`src/rtl/bootram_bus_bridge.sv`:
```
// ----------------------------------------------------------------------------
// bootram_bus_bridge
//
// Connects the PicoRV32 native memory port to four 2Kx8 single-port byte-lane
// boot RAMs. Together they form one 2K x 32 (8 KB) boot memory. The bridge
// drives chip-enable, output-enable and per-lane write-enable, and waits out
// the RAM read latency. It returns a one-cycle mem_ready pulse. mem_rdata is
// zero whenever mem_ready is low, so the read bus can be OR-muxed with other
// slaves.
//
// Parameters:
//   ADDR_W        word-address width per lane (2K entries -> 11)
//   READ_LATENCY  RAM cycles from CE edge to valid DO. Use 1 for bypass and
//                 2 for pipeline mode; in pipeline mode ram_oce is driven.
//
// Ports:
//   clk, reset           clock, synchronous active-high reset
//   sel                  address-decode hit for the boot RAM region
//   mem_valid/addr/      CPU request; mem_addr[ADDR_W+1:2] is the word index
//   wdata/wstrb          and the other bits are ignored (aliasing).
//                        wstrb=0000 means a read.
//   mem_ready/rdata      one-cycle completion pulse and read data
//   ram_ce/oce/wre/ad/din  lane controls; lane n uses byte n of din/dout
//   ram_dout             lane read data
//
// Configuration macro: BOOTRAM_WRITE_EN
//   defined   -> ram_wre follows mem_wstrb, so the loader can patch the RAM
//   undefined -> ram_wre is held at zero and the memory acts as a ROM.
//                Writes are still acknowledged.
// ----------------------------------------------------------------------------
module bootram_bus_bridge #(
  parameter int ADDR_W       = 11,
  parameter int READ_LATENCY = 1
) (
  input  logic              clk,
  input  logic              reset,
  input  logic              sel,
  input  logic              mem_valid,
  input  logic [31:0]       mem_addr,
  input  logic [31:0]       mem_wdata,
  input  logic [3:0]        mem_wstrb,
  output logic              mem_ready,
  output logic [31:0]       mem_rdata,
  output logic              ram_ce,
  output logic              ram_oce,
  output logic [3:0]        ram_wre,
  output logic [ADDR_W-1:0] ram_ad,
  output logic [31:0]       ram_din,
  input  logic [31:0]       ram_dout
);

  typedef enum logic [1:0] {IDLE, ACCESS, WAIT, RESP} state_t;

  localparam logic [1:0] LAT_LOAD = 2'(READ_LATENCY - 1);
  // The pipeline output register only exists in the 2-cycle read mode.
  localparam logic       USE_OCE  = (READ_LATENCY == 2) ? 1'b1 : 1'b0;

  state_t     state_r;
  logic [1:0] lat_cnt_r;
  logic       is_write_r;

  // Address bits outside the word index are deliberately ignored.
  logic unused_addr_bits;
  assign unused_addr_bits = ^{mem_addr[31:ADDR_W+2], mem_addr[1:0]};

  // Write-enable gating: the loader can write only when the feature is built in.
  function automatic logic [3:0] wre_gate(input logic [3:0] strb);
`ifdef BOOTRAM_WRITE_EN
    return strb;
`else
    return 4'b0000 & strb;
`endif
  endfunction

  // Bridge sequencer: handshake, RAM strobes, latency wait and response.
  always_ff @(posedge clk) begin
    if (reset) begin
      state_r    <= IDLE;
      lat_cnt_r  <= 2'd0;
      is_write_r <= 1'b0;
      mem_ready  <= 1'b0;
      mem_rdata  <= 32'd0;
      ram_ce     <= 1'b0;
      ram_oce    <= 1'b0;
      ram_wre    <= 4'b0000;
      ram_ad     <= '0;
      ram_din    <= 32'd0;
    end else begin
      case (state_r)
        IDLE: begin
          mem_ready <= 1'b0;
          mem_rdata <= 32'd0;
          if (mem_valid && sel && !mem_ready) begin
            ram_ad     <= mem_addr[ADDR_W+1:2];
            ram_din    <= mem_wdata;
            ram_ce     <= 1'b1;
            ram_wre    <= wre_gate(mem_wstrb);
            // Remember the access type separately; ram_wre may be gated off.
            is_write_r <= |mem_wstrb;
            state_r    <= ACCESS;
          end else begin
            ram_ce  <= 1'b0;
            ram_wre <= 4'b0000;
          end
        end
        ACCESS: begin
          ram_ce  <= 1'b0;
          ram_wre <= 4'b0000;
          if (is_write_r) begin
            mem_ready <= 1'b1;
            mem_rdata <= 32'd0;
            state_r   <= RESP;
          end else begin
            lat_cnt_r <= LAT_LOAD;
            ram_oce   <= USE_OCE;
            state_r   <= WAIT;
          end
        end
        WAIT: begin
          if (lat_cnt_r != 2'd0) begin
            lat_cnt_r <= lat_cnt_r - 2'd1;
          end else begin
            mem_rdata <= ram_dout;
            mem_ready <= 1'b1;
            ram_oce   <= 1'b0;
            state_r   <= RESP;
          end
        end
        RESP: begin
          mem_ready <= 1'b0;
          mem_rdata <= 32'd0;
          state_r   <= IDLE;
        end
        default: begin
          state_r   <= IDLE;
          lat_cnt_r <= 2'd0;
          mem_ready <= 1'b0;
          mem_rdata <= 32'd0;
          ram_ce    <= 1'b0;
          ram_oce   <= 1'b0;
          ram_wre   <= 4'b0000;
        end
      endcase
    end
  end

endmodule

```
`config.mk`:
```
export PLATFORM = sky130hd
export DESIGN_NAME = bootram_bus_bridge
export DESIGN_NICKNAME = d
export VERILOG_FILES = /design/src/rtl/bootram_bus_bridge.sv
export SDC_FILE = /design/constraint.sdc
export NUM_CORES = 1
export LEC_CHECK = 0
export CAP_MARGIN = 5
export CORE_UTILIZATION = 38
export CTS_CLUSTER_SIZE = 24
export DETAILED_ROUTE_END_ITERATION = 10
export PLACE_DENSITY = 0.77
export SKIP_CTS_REPAIR_TIMING = 1
export SYNTH_ARGS = -nofsm -noshare
export SYNTH_HDL_FRONTEND = slang
export SYNTH_SLANG_ARGS = --single-unit
```
`constraint.sdc`:
```
create_clock -name clk -period 2 [get_ports clk]
set_clock_uncertainty 0.1 [all_clocks]
set_input_delay 0.2 -clock clk [delete_from_list [all_inputs] [get_ports clk]]
set_output_delay 0.2 -clock clk [all_outputs]
set_load 0.02 [all_outputs]
```
==> metrics.csv, run 1 <==
stage;metric;value;unit
timing;TNS Setup;0;ps
flow_run;max cap viols;0;
critical_path;CP Launch Point;lat_cnt_r[0];
logic_synthesis;main area contributors after synthesis;dfxtp_1 (51%), a21oi_1 (13%), nand2_1 (10%), nand4_1 (6.2%), o21ai_0 (5.2%);
critical_path;Worst setup endpoint;mem_rdata[10];
critical_path;Critical-path top delay cell;nor2b_2;
timing;fin crit share;92.3;%
timing;final hold vios;0;
routing;antenna-violating nets left;0;
logic_synthesis;synth warn;0;
global_route;grt met3 use;7.20;%
global_route;total grt overflow;0;
clock_tree;H-tree levels;3;
logic_synthesis;flops & latches, synth;82;
global_route;gr usage total;20.0;%
logic_synthesis;Async S/R FF share, synth;0;%
logic_synthesis;syn_area_per_cell;8.22;sq um
logic_synthesis;number of synthesized flops with an enable pin;0;
clock_tree;clock tree buffer depth;2;
routing;DRT iter0 DRCs;131;
clock_tree;clk_lat worst skew;340;ps
clock_tree;Root Driver;clkbuf_8;
routing;DR vias;3266;
power;Pleak;1.72;nW
critical_path;R2R cell count;5;
power;Pwr Total;5.14;mW
floorplan;Die Height;93.9;um
global_route;initial antenna violation count;0;
timing;worst hold slack;161;ps
floorplan;starting density of the core;39.2;%
hold_path;Worst Hold Class;primary input to flop;
critical_path;Buf+Inv Stages, Crit Path;1;
floorplan;Top Ports;186;
logic_synthesis;Post-Synthesis Cells;390;
critical_path;Crit. path cell count;5;
place;dpl hpwl;6.12;mm
power;PwrDens;1020;nW/um^2
global_route;first-pass GRT wire length;14.1;mm
critical_path;reg2reg start;lat_cnt_r[0];
floorplan;row cnt;33;
timing;Final Max Slew Viols;0;
routing;wire length per cell;14.0;um
critical_path;worst path required time;2180;ps
routing;Post-route DRC;0;
routing;DR vias/cell;5.08;
logic_synthesis;top post-synthesis cells by count;nand2_1 (87), a21oi_1 (82), dfxtp_1 (82);
critical_path;Startpoint Class;flop;
cells_and_area;Finished Layout Cells;643;
place;Placed Cells incl. Taps;626;
cells_and_area;Area Overhead vs Synth;57.4;%
cells_and_area;diodes inserted;0;
place;Placer Congestion;0.724;
global_route;routing usage on met2;34.4;%
place;Post-Place Worst Slack;150;ps
timing;post-route setup slack;154;ps
global_route;pin count of the biggest net entering global routing;45;
place;dpl cell area;4820;sq um
floorplan;Die ar.;8810;sq um
global_route;vias in the first global route;3134;
floorplan;Core Region;8180;sq um
timing;Worst-Margin Slew;750;ps
clock_tree;Clock Sink Count;82;
critical_path;max incr delay on CP;620;ps
critical_path;Critical Path Fanout Max;18;
cells_and_area;Util after Layout;61.7;%
clock_tree;CTS tree;built;
cells_and_area;design area;5050;sq um
logic_synthesis;post-synth top area share;51.2;%
logic_synthesis;Synth Flop Type;dfxtp_1;
timing;Rel. slew slack;49.8;%
clock_tree;Worst-path clk slew;80;ps
routing;Post-Route WL;8.99;mm
critical_path;WP data arrival;2020;ps
cells_and_area;final net count;641;
logic_synthesis;largest area contributor in the netlist;dfxtp_1;
timing;RSZ-0062 raised after global routing;false;
critical_path;FF-to-FF End;mem_rdata[10];
critical_path;Crit. End Element;flop;
global_route;routing usage on met1;22.6;%
critical_path;R2R Setup Slk;150;ps
status;status;complete, no violations;
clock_tree;CTS buffer count;9;
timing;Peak Freq;542;MHz
cells_and_area;fraction of layout cells with a size suffix above 1;5.39;%
place;port buffer count;159;
logic_synthesis;post-synthesis cell type count;27;
logic_synthesis;count leader, synth;nand2_1;
critical_path;largest delay contributor family on the critical path;simple AND/OR/NAND/NOR gates;
timing;shortest period the worst path allows;1850;ps
routing;Initial DRT Pass Iterations;4;
critical_path;critical path, cell by cell;inv_1 > ha_1 > nor2b_2 > o21ai_0 > a21oi_1;
logic_synthesis;sequential fraction of the synthesis area;51.2;%
floorplan;die width;93.9;um
global_route;grt peak-use layer;met2;
power;worst-case vdd ir drop;543;uV
critical_path;WS Path Type;flop to flop;
timing;# setup viols final;0;
logic_synthesis;post-synthesis cell area;3210;sq um
==> registers in the layout, summed over array words and instances (netlist names) <==
register,flops
ram_din,32
mem_rdata,32
is_write_r,1
ram_ad,11
lat_cnt_r,2
state_r,2
ram_ce,1
mem_ready,1
==> area by class of cell <==
cell class / instances / area (sq um)
timing repair buffer: 169 / 1690
tap: 105 / 131
inverter: 5 / 18.8
clock inverter: 5 / 77.6
clock buffer: 11 / 141
multi-input combinational: 266 / 1350
fill: 730 / 3130
sequential: 82 / 1640
==> placed cells by master (no fill, tap or decap), drive strengths merged <==
master / count
clkdlybuf4s50: 158
and2b: 1
o21ai: 33
nor2: 2
clkinv: 2
nand4b: 1
nand3b: 2
nor3: 1
a211o: 1
nand2: 87
inv: 5
clkbuf: 11
nand2b: 4
clkinvlp: 1
o41ai: 1
ha: 4
and4b: 1
mux2i: 1
dfxtp: 82
nand4: 32
conb: 5
a21oi: 82
o32ai: 2
buf: 11
nor2b: 2
bufinv: 2
a2111oi: 1
a211oi: 3
==> worst min path at each step <==
stage	cells after the start	endpoint	slack, ps	from
after floorplan	2	ram_ad[0]	240	mem_addr[2]
after global placement	2	ram_ad[3]	340	ram_ad[3]
after detailed placement	2	ram_ad[2]	350	ram_ad[2]
after CTS	2	ram_din[26]	150	reset
after global routing	2	ram_din[26]	180	reset
final	2	ram_din[28]	160	reset
==> power by group <==
| group | total [mW] | internal, mW | switching, mW | leakage [nW] |
|---|---|---|---|---|
| Clock | 1.31 | 0.734 | 0.579 | 0.109 |
| Sequential | 1.98 | 1.86 | 0.123 | 0.665 |
| Combinational | 1.84 | 0.814 | 1.03 | 0.942 |
==> cell families after synthesis <==
kind of cell             synth area share (%)
other                                   0.117
AND/OR/NAND/NOR                          19.3
flip-flops                               51.2
adder cells (fa/ha/maj)                  1.56
buffers and inverters                    7.49
multiplexers                            0.312
AO/OA/AOI/OAI                            20.0
==> routing by layer <==
layer	wire (um)	up-vias
met2	4300	125
met5	0	-
li1	-	1626
met3	821	8
met4	102	0
met1	3760	1507
Power figures use the tool's default switching activity.
==> run 2, diff against run 1 <==
--- a/config.mk
+++ b/config.mk
@@ -10,6 +10,7 @@
 export CTS_CLUSTER_SIZE = 24
 export DETAILED_ROUTE_END_ITERATION = 10
 export PLACE_DENSITY = 0.77
+export RECOVER_POWER = 25
 export SKIP_CTS_REPAIR_TIMING = 1
 export SYNTH_ARGS = -nofsm -noshare
 export SYNTH_HDL_FRONTEND = slang
==> metrics.csv, run 2 (synthesis gave the netlist of run 1 again) <==
stage;metric;value;unit
status;status;complete, no violations;
routing;wire length per cell;13.9;um
critical_path;Buf+Inv Stages, Crit Path;1;
floorplan;starting density of the core;39.2;%
routing;DR vias/cell;5.09;
global_route;total grt overflow;0;
routing;DRT iter0 DRCs;122;
clock_tree;Clock Sink Count;82;
critical_path;R2R Setup Slk;150;ps
timing;Worst-Margin Slew;759;ps
critical_path;WS Path Type;flop to flop;
clock_tree;Worst-path clk slew;80;ps
cells_and_area;Area Overhead vs Synth;57.4;%
timing;fin crit share;92.7;%
timing;Peak Freq;539;MHz
critical_path;largest delay contributor family on the critical path;simple AND/OR/NAND/NOR gates;
power;worst-case vdd ir drop;542;uV
global_route;first-pass GRT wire length;14.1;mm
routing;Post-Route WL;8.97;mm
timing;Rel. slew slack;49.2;%
timing;Final Max Slew Viols;0;
clock_tree;Root Driver;clkbuf_8;
critical_path;critical path, cell by cell;inv_1 > ha_1 > nor2b_2 > o21ai_0 > a21oi_1;
global_route;gr usage total;20.0;%
clock_tree;H-tree levels;3;
routing;Post-route DRC;0;
clock_tree;CTS tree;built;
critical_path;Critical Path Fanout Max;18;
floorplan;Core Region;8180;sq um
cells_and_area;most frequent cells in the layout;clkdlybuf4s50_1 (120), nand2_1 (87), a21oi_1 (82), dfxtp_1 (82), dlygate4sd3_1 (38);
floorplan;row cnt;33;
floorplan;Die Height;93.9;um
cells_and_area;most common cell after layout, fill and taps aside;clkdlybuf4s50_1;
timing;shortest period the worst path allows;1850;ps
power;Pleak;1.85;nW
clock_tree;clock tree buffer depth;2;
global_route;pin count of the biggest net entering global routing;45;
routing;Initial DRT Pass Iterations;5;
global_route;initial antenna violation count;0;
floorplan;Die ar.;8810;sq um
timing;TNS Setup;0;ps
routing;DR vias;3270;
timing;# setup viols final;0;
place;Placer Congestion;0.724;
critical_path;worst path required time;2180;ps
routing;antenna-violating nets left;0;
critical_path;Crit. End Element;flop;
flow_run;max cap viols;0;
power;PwrDens;1010;nW/um^2
cells_and_area;biggest regs;mem_rdata (32), ram_din (32), ram_ad (11);
cells_and_area;final net count;641;
cells_and_area;Util after Layout;61.7;%
timing;final hold vios;0;
cells_and_area;fraction of layout cells with a size suffix above 1;5.39;%
global_route;vias in the first global route;3134;
place;dpl hpwl;6.12;mm
critical_path;WP data arrival;2030;ps
clock_tree;clk_lat worst skew;340;ps
critical_path;Startpoint Class;flop;
cells_and_area;diodes inserted;0;
clock_tree;CTS buffer count;9;
floorplan;Top Ports;186;
place;port buffer count;159;
hold_path;Worst Hold Class;primary input to flop;
timing;RSZ-0062 raised after global routing;false;
critical_path;max incr delay on CP;630;ps
floorplan;die width;93.9;um
critical_path;Critical-path top delay cell;nor2b_2;
==> run 2: changes by cell type in the layout (fill, tap and decap cells not counted) <==
cell / previous run / this run
clkdlybuf4s50_1: 158 / 120
dlygate4sd3_1: 0 / 38
==> run 2: path summary, 6_finish.rpt <==
check / from / end / cells after the start
max: lat_cnt_r[0] / mem_rdata[10] / 5
min: reset / ram_din[28] / 2
max reg2reg: lat_cnt_r[0] / mem_rdata[10] / 5
min reg2reg: ram_ad[10] / ram_ad[10] / 2
==> run 2: cell type report <==
type                            count  area [sq um]
Clock inverter                      5          77.6
Tap cell                          105           131
Timing Repair Buffer              169          1690
Multi-Input combinational cell    266          1350
Fill cell                         730          3130
Sequential cell                    82          1640
Clock buffer                       11           141
Inverter                            5          18.8
==> run 2: report_power, final <==
group	internal [mW]	switching [mW]	leakage (nW)
Combinational	0.783	1.03	1.07
Sequential	1.86	0.119	0.665
Clock	0.734	0.579	0.109
==> run 2: layer usage <==
layer | share of wire (%) | routed length, um | GRT usage, %
met3 | 9.3 | 838 | 7.20
met1 | 42 | 3730 | 22.6
met5 | 0 | 0 | 0
met4 | 1.2 | 107 | 7.18
met2 | 48 | 4290 | 34.4
==> run 2: through the flow <==
stage	cell area [sq um]	setup WS, ps	total power [mW]	hold WS, ps	cells
global route	5050	60.0	5.38	179	643
CTS	5040	124	5.17	151	642
global placement	4820	218	3.82	341	626
finish	5050	146	5.10	161	643
floorplan	3220	407	3.08	236	394
detailed placement	4820	150	3.85	345	626
==> run 3, diff against run 2 <==
--- a/config.mk
+++ b/config.mk
@@ -7,6 +7,7 @@
 export LEC_CHECK = 0
 export CAP_MARGIN = 5
 export CORE_UTILIZATION = 38
+export CTS_CLUSTER_DIAMETER = 50
 export CTS_CLUSTER_SIZE = 24
 export DETAILED_ROUTE_END_ITERATION = 10
 export PLACE_DENSITY = 0.77
==> results of run 3 <==
No change in the layout: final DEF, timing and power equal those of run 2.
